### src/rtl/mips_multicycle_controller_pkg.sv
// Shared definitions for the multicycle MIPS control path: opcodes, FSM state
// encoding and the datapath select constants.
package mips_mc_pkg;

  // Supported opcodes (instruction bits 31:26)
  localparam logic [5:0] OP_RTYPE = 6'b000000;
  localparam logic [5:0] OP_LW    = 6'b100011;
  localparam logic [5:0] OP_SW    = 6'b101011;
  localparam logic [5:0] OP_BEQ   = 6'b000100;
  localparam logic [5:0] OP_ADDI  = 6'b001000;
  localparam logic [5:0] OP_J     = 6'b000010;

  // Controller states; FETCH must stay at zero so reset lands there
  typedef enum logic [3:0] {
    S_FETCH    = 4'd0,
    S_DECODE   = 4'd1,
    S_MEMADR   = 4'd2,
    S_MEMREAD  = 4'd3,
    S_MEMWB    = 4'd4,
    S_MEMWRITE = 4'd5,
    S_EXECUTE  = 4'd6,
    S_ALUWB    = 4'd7,
    S_BRANCH   = 4'd8,
    S_ADDIEXEC = 4'd9,
    S_ADDIWB   = 4'd10,
    S_JUMP     = 4'd11
  } state_e;

  // ALU decoder operation
  localparam logic [1:0] ALUOP_ADD   = 2'b00;
  localparam logic [1:0] ALUOP_SUB   = 2'b01;
  localparam logic [1:0] ALUOP_FUNCT = 2'b10;

  // ALU operand B select
  localparam logic [1:0] SRCB_B       = 2'b00;
  localparam logic [1:0] SRCB_FOUR    = 2'b01;
  localparam logic [1:0] SRCB_IMM     = 2'b10;
  localparam logic [1:0] SRCB_IMM_SH2 = 2'b11;

  // PC source select
  localparam logic [1:0] PCSRC_ALU    = 2'b00;
  localparam logic [1:0] PCSRC_ALUOUT = 2'b01;
  localparam logic [1:0] PCSRC_JUMP   = 2'b10;

  // True for every opcode the controller knows how to sequence
  function automatic logic op_supported(input logic [5:0] op);
    return (op == OP_RTYPE) || (op == OP_LW) || (op == OP_SW) ||
           (op == OP_BEQ) || (op == OP_ADDI) || (op == OP_J);
  endfunction

endpackage

### src/rtl/mips_multicycle_controller_if.sv
// Controller <-> datapath bundle. The master side is the controller: it
// samples the opcode, ALU flag and memory ready, and drives all selects and
// write enables. MemReady is a level handshake: a memory-access state holds
// its outputs unchanged every cycle MemReady is low and leaves on the first
// cycle it is high. dbg_state mirrors the FSM state register for observation.
interface mips_multicycle_controller_if;
  logic [5:0] Op;
  logic       Zero;
  logic       MemReady;
  logic       IorD;
  logic       MemWrite;
  logic       IRWrite;
  logic       RegDst;
  logic       MemtoReg;
  logic       RegWrite;
  logic       ALUSrcA;
  logic [1:0] ALUSrcB;
  logic [1:0] ALUOp;
  logic [1:0] PCSrc;
  logic       PCEn;
  logic       Illegal;
  logic [3:0] dbg_state;

  modport master (
    input  Op, Zero, MemReady,
    output IorD, MemWrite, IRWrite, RegDst, MemtoReg, RegWrite,
           ALUSrcA, ALUSrcB, ALUOp, PCSrc, PCEn, Illegal, dbg_state
  );

  modport slave (
    output Op, Zero, MemReady,
    input  IorD, MemWrite, IRWrite, RegDst, MemtoReg, RegWrite,
           ALUSrcA, ALUSrcB, ALUOp, PCSrc, PCEn, Illegal, dbg_state
  );
endinterface

### src/rtl/mips_multicycle_controller_decoder.sv
// Combinational output decode: state plus MemReady/Zero/Op to every control
// output. Moore outputs depend on state only; IRWrite/PCEn depend on MemReady
// or Zero and are forced low while reset is asserted.
module mc_output_decoder
  import mips_mc_pkg::*;
(
  input  state_e     state_i,
  input  logic       rst_n_i,
  input  logic       mem_ready_i,
  input  logic       zero_i,
  input  logic [5:0] op_i,
  output logic       iord_o,
  output logic       mem_write_o,
  output logic       ir_write_o,
  output logic       reg_dst_o,
  output logic       mem_to_reg_o,
  output logic       reg_write_o,
  output logic       alu_src_a_o,
  output logic [1:0] alu_src_b_o,
  output logic [1:0] alu_op_o,
  output logic [1:0] pc_src_o,
  output logic       pc_en_o,
  output logic       illegal_o
);

  logic ir_write_c;
  logic pc_write_c;
  logic branch_c;

  // Per-state output table; everything not listed for a state stays 0
  always_comb begin
    iord_o       = 1'b0;
    mem_write_o  = 1'b0;
    ir_write_c   = 1'b0;
    reg_dst_o    = 1'b0;
    mem_to_reg_o = 1'b0;
    reg_write_o  = 1'b0;
    alu_src_a_o  = 1'b0;
    alu_src_b_o  = SRCB_B;
    alu_op_o     = ALUOP_ADD;
    pc_src_o     = PCSRC_ALU;
    pc_write_c   = 1'b0;
    branch_c     = 1'b0;
    illegal_o    = 1'b0;
    case (state_i)
      S_FETCH: begin
        alu_src_b_o = SRCB_FOUR;
        ir_write_c  = mem_ready_i;
        pc_write_c  = mem_ready_i;
      end
      S_DECODE: begin
        alu_src_b_o = SRCB_IMM_SH2;
        illegal_o   = !op_supported(op_i);
      end
      S_MEMADR, S_ADDIEXEC: begin
        alu_src_a_o = 1'b1;
        alu_src_b_o = SRCB_IMM;
      end
      S_MEMREAD: iord_o = 1'b1;
      S_MEMWB: begin
        mem_to_reg_o = 1'b1;
        reg_write_o  = 1'b1;
      end
      S_MEMWRITE: begin
        iord_o      = 1'b1;
        mem_write_o = 1'b1;
      end
      S_EXECUTE: begin
        alu_src_a_o = 1'b1;
        alu_op_o    = ALUOP_FUNCT;
      end
      S_ALUWB: begin
        reg_dst_o   = 1'b1;
        reg_write_o = 1'b1;
      end
      S_BRANCH: begin
        alu_src_a_o = 1'b1;
        alu_op_o    = ALUOP_SUB;
        pc_src_o    = PCSRC_ALUOUT;
        branch_c    = 1'b1;
      end
      S_ADDIWB: reg_write_o = 1'b1;
      S_JUMP: begin
        pc_src_o   = PCSRC_JUMP;
        pc_write_c = 1'b1;
      end
      default: ;
    endcase
  end

  assign ir_write_o = ir_write_c & rst_n_i;
  assign pc_en_o    = (pc_write_c | (branch_c & zero_i)) & rst_n_i;

endmodule

### src/rtl/mips_multicycle_controller.sv
// Main control FSM of the multicycle MIPS core: state register and next-state
// sequencing; outputs come from mc_output_decoder.
module mips_multicycle_controller
  import mips_mc_pkg::*;
(
  input  logic                           clk,
  input  logic                           rst,
  mips_multicycle_controller_if.master   bus
);

  state_e state_q;
  state_e state_d;

  // Next-state sequencing; Op is only looked at in DECODE and MEMADR
  always_comb begin
    state_d = state_q;
    case (state_q)
      S_FETCH:    if (bus.MemReady) state_d = S_DECODE;
      S_DECODE: begin
        case (bus.Op)
          OP_LW, OP_SW: state_d = S_MEMADR;
          OP_RTYPE:     state_d = S_EXECUTE;
          OP_BEQ:       state_d = S_BRANCH;
          OP_ADDI:      state_d = S_ADDIEXEC;
          OP_J:         state_d = S_JUMP;
          default:      state_d = S_FETCH;
        endcase
      end
      S_MEMADR:   state_d = (bus.Op == OP_LW) ? S_MEMREAD : S_MEMWRITE;
      S_MEMREAD:  if (bus.MemReady) state_d = S_MEMWB;
      S_MEMWRITE: if (bus.MemReady) state_d = S_FETCH;
      S_EXECUTE:  state_d = S_ALUWB;
      S_ADDIEXEC: state_d = S_ADDIWB;
      default:    state_d = S_FETCH;
    endcase
  end

  // State register; reset abandons any instruction in flight
  always_ff @(posedge clk or negedge rst) begin
    if (!rst) state_q <= S_FETCH;
    else      state_q <= state_d;
  end

  assign bus.dbg_state = state_q;

  mc_output_decoder u_dec (
    .state_i      (state_q),
    .rst_n_i      (rst),
    .mem_ready_i  (bus.MemReady),
    .zero_i       (bus.Zero),
    .op_i         (bus.Op),
    .iord_o       (bus.IorD),
    .mem_write_o  (bus.MemWrite),
    .ir_write_o   (bus.IRWrite),
    .reg_dst_o    (bus.RegDst),
    .mem_to_reg_o (bus.MemtoReg),
    .reg_write_o  (bus.RegWrite),
    .alu_src_a_o  (bus.ALUSrcA),
    .alu_src_b_o  (bus.ALUSrcB),
    .alu_op_o     (bus.ALUOp),
    .pc_src_o     (bus.PCSrc),
    .pc_en_o      (bus.PCEn),
    .illegal_o    (bus.Illegal)
  );

endmodule

### src/flat_wrapper.sv
// flat-port wrapper written by rule: the top's interface ports become plain ports
module mips_multicycle_controller_flat import mips_mc_pkg::*;
  (clk, rst, bus_Op, bus_Zero, bus_MemReady, bus_IorD, bus_MemWrite, bus_IRWrite, bus_RegDst, bus_MemtoReg, bus_RegWrite, bus_ALUSrcA, bus_ALUSrcB, bus_ALUOp, bus_PCSrc, bus_PCEn, bus_Illegal, bus_dbg_state);
  mips_multicycle_controller_if bus_i ();
  input  logic clk;
  input  logic rst;
  input wire logic [$bits(bus_i.Op)-1:0] bus_Op;
  input wire logic [$bits(bus_i.Zero)-1:0] bus_Zero;
  input wire logic [$bits(bus_i.MemReady)-1:0] bus_MemReady;
  output wire logic [$bits(bus_i.IorD)-1:0] bus_IorD;
  output wire logic [$bits(bus_i.MemWrite)-1:0] bus_MemWrite;
  output wire logic [$bits(bus_i.IRWrite)-1:0] bus_IRWrite;
  output wire logic [$bits(bus_i.RegDst)-1:0] bus_RegDst;
  output wire logic [$bits(bus_i.MemtoReg)-1:0] bus_MemtoReg;
  output wire logic [$bits(bus_i.RegWrite)-1:0] bus_RegWrite;
  output wire logic [$bits(bus_i.ALUSrcA)-1:0] bus_ALUSrcA;
  output wire logic [$bits(bus_i.ALUSrcB)-1:0] bus_ALUSrcB;
  output wire logic [$bits(bus_i.ALUOp)-1:0] bus_ALUOp;
  output wire logic [$bits(bus_i.PCSrc)-1:0] bus_PCSrc;
  output wire logic [$bits(bus_i.PCEn)-1:0] bus_PCEn;
  output wire logic [$bits(bus_i.Illegal)-1:0] bus_Illegal;
  output wire logic [$bits(bus_i.dbg_state)-1:0] bus_dbg_state;
  assign bus_i.Op = bus_Op;
  assign bus_i.Zero = bus_Zero;
  assign bus_i.MemReady = bus_MemReady;
  assign bus_IorD = bus_i.IorD;
  assign bus_MemWrite = bus_i.MemWrite;
  assign bus_IRWrite = bus_i.IRWrite;
  assign bus_RegDst = bus_i.RegDst;
  assign bus_MemtoReg = bus_i.MemtoReg;
  assign bus_RegWrite = bus_i.RegWrite;
  assign bus_ALUSrcA = bus_i.ALUSrcA;
  assign bus_ALUSrcB = bus_i.ALUSrcB;
  assign bus_ALUOp = bus_i.ALUOp;
  assign bus_PCSrc = bus_i.PCSrc;
  assign bus_PCEn = bus_i.PCEn;
  assign bus_Illegal = bus_i.Illegal;
  assign bus_dbg_state = bus_i.dbg_state;
  mips_multicycle_controller u_core (.clk(clk), .rst(rst), .bus(bus_i));
endmodule
### config.mk
export PLATFORM = sky130hd
export DESIGN_NAME = mips_multicycle_controller_flat
export DESIGN_NICKNAME = d
export VERILOG_FILES = /design/src/rtl/mips_multicycle_controller_pkg.sv /design/src/rtl/mips_multicycle_controller_if.sv /design/src/rtl/mips_multicycle_controller_decoder.sv /design/src/rtl/mips_multicycle_controller.sv /design/src/flat_wrapper.sv
export SDC_FILE = /design/constraint.sdc
export NUM_CORES = 1
export LEC_CHECK = 0
export CORE_MARGIN = 5
export CORE_UTILIZATION = 30
export CTS_CLUSTER_SIZE = 25
export DETAILED_ROUTE_END_ITERATION = 10
export PLACE_DENSITY = 0.66
export RECOVER_POWER = 50
export SLEW_MARGIN = 10
export SYNTH_ARGS = -nofsm -noshare
export SYNTH_HDL_FRONTEND = slang
export SYNTH_SLANG_ARGS = --single-unit
### constraint.sdc
create_clock -name clk -period 3.05 [get_ports clk]
set_input_delay 0.305 -clock clk [delete_from_list [all_inputs] [get_ports clk]]
set_output_delay 0.305 -clock clk [all_outputs]
set_load 0.02 [all_outputs]
==> flow_metrics.env <==
export IMPL_grt_pass1_vias=588
export IMPL_port_buffers=28
export IMPL_slew_headroom_pct=69.1
export IMPL_synthesis_area_um2=504
export IMPL_worst_pin_slew_ns=0.463
export IMPL_drive_above_1_share_pct=6.00
export IMPL_ys_seq_area_share_pct=19.9
export IMPL_cp_slowest_cell="dlygate4sd3_1"
export IMPL_crit_arrival_ns=2.23
export IMPL_cts_made_buffers=3
export IMPL_syn_to_final_growth_pct=58.8
export IMPL_cp_top_family="buffers and inverters"
export IMPL_tritoncts="built"
export IMPL_critPathKind="in -> out"
export IMPL_coreArea_um2=1540
export IMPL_root_buffer="clkbuf_4"
export IMPL_antenna_cells=0
export IMPL_wl_per_cell_um=13.3
export IMPL_cts_hold_buf=0
export IMPL_path_clk_slew_ns=0.04
export IMPL_first_pass_iters=4
export IMPL_largest_reg_flops=4
export IMPL_gp_congestion=0.785
export IMPL_cts_max_level=1
export IMPL_grt_first_pass_wirelength_mm=2.48
export IMPL_hp_class="in -> async"
export IMPL_drt_iter0_markers=9
export IMPL_core_rowCount=14
export IMPL_hold_viol_final=0
export IMPL_clkLatencyLatePin_ns=0.23
export IMPL_syn_avg_cell_area_um2=6.81
export IMPL_status="completed"
export IMPL_grt_antenna_before_repair=0
export IMPL_ys_seq_elements=4
export IMPL_clock_path_buffers=2
export IMPL_yosysTopAreaCell="dfrtp_1"
export IMPL_crit_buf_inv=2
export IMPL_cts_sinks=4
export IMPL_cp_max_fo=6
export IMPL_vias_per_cell=5.49
export IMPL_synth_fp_nets=84
export IMPL_setup_ws_ns=0.516
export IMPL_synth_area_leaders="dfrtp_1, nor3_1, nor2_1"
export IMPL_wirelength_mm=1.54
export IMPL_max_vdd_ir_drop_uv=210
export IMPL_final_core_util_pct=51.9
export IMPL_die_y_um=51.0
export IMPL_worstSetupStartpointType="input port"
export IMPL_synthDistinctLibCells=26
export IMPL_maxClockFrequency_ghz=0.395
export IMPL_worstPathCellList="dlygate4sd3_1 > nor4_1 > nor2b_1 > o311a_1 > clkdlybuf4s50_1"
export IMPL_fin_setup_tns_ns=0
export IMPL_synth_top_area_share_pct=19.9
export IMPL_dp_cells=113
export IMPL_track_usage_pct=12.2
export IMPL_boundaryPins=29
export IMPL_vias=637
export IMPL_grt_max_degree=16
export IMPL_grt_ovfl_total=0
export IMPL_die_w_um=51.0
export IMPL_cap_violations=0
export IMPL_final_setup_skew_ns=0.00292
export IMPL_setup_viol=0
export IMPL_rsz0062_at_grt="no"
export IMPL_dp_hpwl_mm=1.19
export IMPL_crit_required_ns=2.74
export IMPL_critPathCaptureType="primary output"
export IMPL_slowest_delay_ns=0.63
export IMPL_drv_slew=0
export IMPL_die_area_um2=2600
export IMPL_drc=0
export IMPL_fin_crit_ns=2.53
export IMPL_finalCritPeriodShare_pct=83.1
export IMPL_power_density_nw_per_um2=339
export IMPL_ys_warnings_count=0
export IMPL_final_net_count=112
export IMPL_p_leak_nw=0.304
export IMPL_instances_no_fill=116
export IMPL_cts_setup_buffers=0
export IMPL_ctsResizeCount=0
export IMPL_synth_cells=74
export IMPL_dp_slack_ns=0.621
export IMPL_start_util_pct=32.7
export IMPL_antenna_left=0
-- synth_stat cells --
cell type  instances
and3_1             3
nand4_1            2
o221a_2            1
or4_4              1
o21ai_1            1
o311a_1            1
o311ai_2           1
nand2b_1           4
a311oi_1           1
o32ai_2            1
inv_1              4
buf_4              1
dfrtp_1            4
nor2b_1            2
o21ai_0            4
a21boi_0           1
o211ai_1           2
o31ai_1            1
xor2_1             3
nor2_1             8
a21oi_1            5
nand2_1            7
nor4_1             1
nand3_1            4
clkbuf_1           4
nor3_1             7
-- path summary, 6_finish.rpt --
path / start / end / slack (ns) / depth (start not counted)
min: rst / u_core.bus.dbg_state[1] / 0.36 / 1
max reg2reg: u_core.bus.dbg_state[0] / u_core.bus.dbg_state[2] / 1.26 / 4
max in group asynchronous: rst / u_core.bus.dbg_state[2] / 2.50 / 1
max: bus_Op[3] / bus_Illegal / 0.52 / 5
min in group clk: u_core.bus.dbg_state[3] / u_core.bus.dbg_state[1] / 0.73 / 1
min reg2reg: u_core.bus.dbg_state[3] / u_core.bus.dbg_state[1] / 0.73 / 1
-- placed cells by master, fill, tap and decap left out, types with 4 or more instances in the layout --
cell type        instances
clkdlybuf4s50_1         21
nor2_1                   8
nor3_1                   7
nand2_1                  7
dlygate4sd3_1            7
a21oi_1                  5
o21ai_0                  5
inv_1                    4
nand2b_1                 4
nand3_1                  4
dfrtp_1                  4
-- power by group --
| part | switching, mW | total (mW) | leakage, nW | internal, mW |
|---|---|---|---|---|
| logic | 0.0698 | 0.133 | 0.236 | 0.0635 |
| registers | 0.0168 | 0.0744 | 0.0540 | 0.0577 |
| clock network | 0.0200 | 0.0639 | 0.0138 | 0.0439 |
-- layout make-up --
cell class                 instances  area [um2]
clock buffer                       3        22.5
fill                             163         741
inverter                           4        15.0
multi-input combinational         61         363
sequential                         4         100
tap                               16        20.0
timing repair buffer              28         280
-- per-layer routing --
metal  wire length (um)  global-route usage, %  share of wire, %  up-vias
met3                131                   4.36               8.5        0
met4                  0                   5.11                 0        0
met5                  0                      0                 0        -
met2                745                   20.5                48       26
met1                668                   13.9                43      286
li1                   -                      -                 -      325
-- through the flow --
| stage | area [um2] | hold WS, ns | power (mW) |
|---|---|---|---|
| finish | 801 | 0.362 | 0.272 |
| global route | 801 | 0.377 | 0.294 |
| CTS | 805 | 0.292 | 0.281 |
| detailed placement | 782 | 0.539 | 0.214 |
| global placement | 782 | 0.541 | 0.214 |
| floorplan | 504 | 0.00941 | 0.149 |
-- cells by family after synthesis --
family / after synthesis / synth area share (%)
compound gates: 19 / 28.3
xor+xnor: 3 / 5.21
buf+inv: 9 / 7.44
flops: 4 / 19.9
simple gates: 39 / 39.2
-- worst reg2reg max path, stage by stage (launching register included) --
cell and delay, ns:
dfrtp_1 0.52, or4_1 0.63, o311ai_2 0.22, o21ai_0 0.11, and3_1 0.20
No activity file was read; power rests on OpenSTA's default activity.
==> variant: new RTL, config.mk and constraints unchanged <==
Make the reset (`rst`) synchronous in one clocked block.
--- a/src/rtl/mips_multicycle_controller.sv
+++ b/src/rtl/mips_multicycle_controller.sv
@@ -36,7 +36,7 @@
   end
 
   // State register; reset abandons any instruction in flight
-  always_ff @(posedge clk or negedge rst) begin
+  always_ff @(posedge clk) begin
     if (!rst) state_q <= S_FETCH;
     else      state_q <= state_d;
   end
Formal check against the unedited RTL: differs if rst is asserted again (counterexample within 4 cycles, from zero or initial values and one cycle with rst low); with rst held inactive, the same outputs for 10 cycles.
==> variant against the original RTL <==
Register-to-register slack improved by 0.34 ns. Final area shrank 3.4%. Non-clock buffer count unchanged. Synthesized area decreased by 0.50%. Routed wire length shrank 3.2%. Setup slack improved by 0.082 ns. Sequential cell count unchanged. Critical endpoint is now bus_ALUOp[0]. Highest routed layer is now met4.
Power is not compared: it rests on default switching activity, and its combinational part moved more than twofold at a synthesized area within 25%.
==> variant: results (changes against the original RTL) <==
| Metric | Value |
|---|---|
| Status | finished clean (unchanged) |
| Worst skew pair latency | 0.24 ns |
| Port bufs | 28 (unchanged) |
| Maximum fanout along the worst path | 11 (was 6) |
| CTS resizes | 0 (unchanged) |
| Data buffer area share | 0.362 (was 0.350) |
| First-pass GRT wire length | 2600 um (was 2480 um) |
| Area of the multi-input gates | 352 um2 (was 363 um2) |
| Vias in the first global route | 574 (was 588) |
| HPWL Detailed | 1170 um (was 1190 um) |
| Fill count | 162 (was 163) |
| Area contributors post-synth | dfxtp_1 16%, nor3_1 6.0%, nand2_1 5.2% (was dfrtp_1 20%, nor3_1 6.9%, nor2_1 6.0%) |
| H-tree depth | 1 (unchanged) |
| Post-Syn Area | 502 um2 (was 504 um2) |
| Gr usage total | 0.127 (was 0.122) |
| Clock skew | 0.00186 ns (was 0.00292 ns) |
| Multiplexer share of the synthesized area | 0.0399 (was 0) |
| Nets | 106 (was 112) |
| Commonest cells post-synth | 7 x nand2_1, 6 x nor2_1, 6 x nor3_1 (was 8 x nor2_1, 7 x nand2_1, 7 x nor3_1) |
| Largest net degree at the start of global routing | 18 (was 16) |
| Warnings from Yosys | 0 (unchanged) |
| Tightest Hold Check Type | reg -> reg (was in -> async) |
| Synth Area in XOR/XNOR | 0.0349 (was 0.0521) |
| Layout cell share with drive strength beyond 1 | 0.0745 (was 0.0600) |
| Mapped Nets | 79 (was 84) |
| Max-slew headroom | 0.610 (was 0.691) |
| Multi-In Gates | 54 (was 61) |
| Dpl cell area | 763 um2 (was 782 um2) |
| Drt initial violations | 22 (was 9) |
| Non-clk bufs | 28 (unchanged) |
| Compound-Gate Fraction of Synth Area | 0.282 (was 0.283) |
| Routed WL | 1490 um (was 1540 um) |
| Synth cell types | 35 (was 26) |
| Share of flip-flops with an asynchronous set or reset | 0 (was 1.00) |
| Inverters | 5 (was 4) |
| Sequential cell area fraction in the yosys report | 0.160 (was 0.199) |
| Vias per cell | 5.28 (was 5.49) |
| DRT antenna net count | 0 (unchanged) |
| Clock Path Buffers | 2 (unchanged) |
| Crit path DAT | 2.15 ns (was 2.23 ns) |
| Layout Utilization | 0.502 (was 0.519) |
| Sequential Area | 80.1 um2 (was 100 um2) |
| Most used flip-flop cell after synthesis | dfxtp_1 (was dfrtp_1) |
| GP Congestion | 0.792 (was 0.785) |
| Final clock-cell share | 0.0291 (was 0.0281) |
==> variant: worst paths after layout <==
| kind | cells past startpoint | end | slack (ns) | start |
|---|---|---|---|---|
| worst max-delay path | 4 | bus_ALUOp[0] | 0.60 | u_core.bus.dbg_state[3]$_SDFFE_PN0P_ |
| worst min-delay path | 2 | u_core.bus.dbg_state[2]$_SDFFE_PN0P_ | 0.63 | u_core.bus.dbg_state[0]$_SDFFE_PN0P_ |
| worst max register to register | 4 | u_core.bus.dbg_state[0]$_SDFFE_PN0P_ | 1.60 | u_core.bus.dbg_state[1]$_SDFFE_PN0P_ |
| worst min register to register | 2 | u_core.bus.dbg_state[2]$_SDFFE_PN0P_ | 0.63 | u_core.bus.dbg_state[0]$_SDFFE_PN0P_ |
==> variant: worst max-delay path, stage by stage, from the launching register on <==
cell and delay (ns):
dfxtp_1 0.59, inv_1 0.17, or3_1 0.40, nor2_1 0.13, clkdlybuf4s50_1 0.62
==> variant: power by group through the flow <==
stage          combinational, mW  clock [mW]  sequential (mW)
2_1_floorplan             0.0323           0           0.0575
3_3_place_gp              0.0623           0           0.0597
3_5_place_dp              0.0625           0           0.0596
4_1_cts                   0.0628      0.0683           0.0587
5_1_grt                   0.0663      0.0696           0.0595
6_report                  0.0600      0.0674           0.0588
==> variant: per-stage QoR <==
stage               total power, mW  setup slack [ns]  hold WS [ns]  cells
finish                        0.186             0.598         0.629    110
global route                  0.195             0.445         0.672    110
CTS                           0.190             0.542         0.626    110
detailed placement            0.122             0.662         0.617    107
global placement              0.122             0.734         0.629    107
floorplan                    0.0898              1.14         0.423     69
==> variant: metal layers <==
metal  up-vias  track usage  share of wire
met5         -            0              0
met3         3       0.0233          0.058
met1       258        0.193           0.50
met2        18        0.180           0.43
li1        302            -              -
met4         0       0.0383          0.014
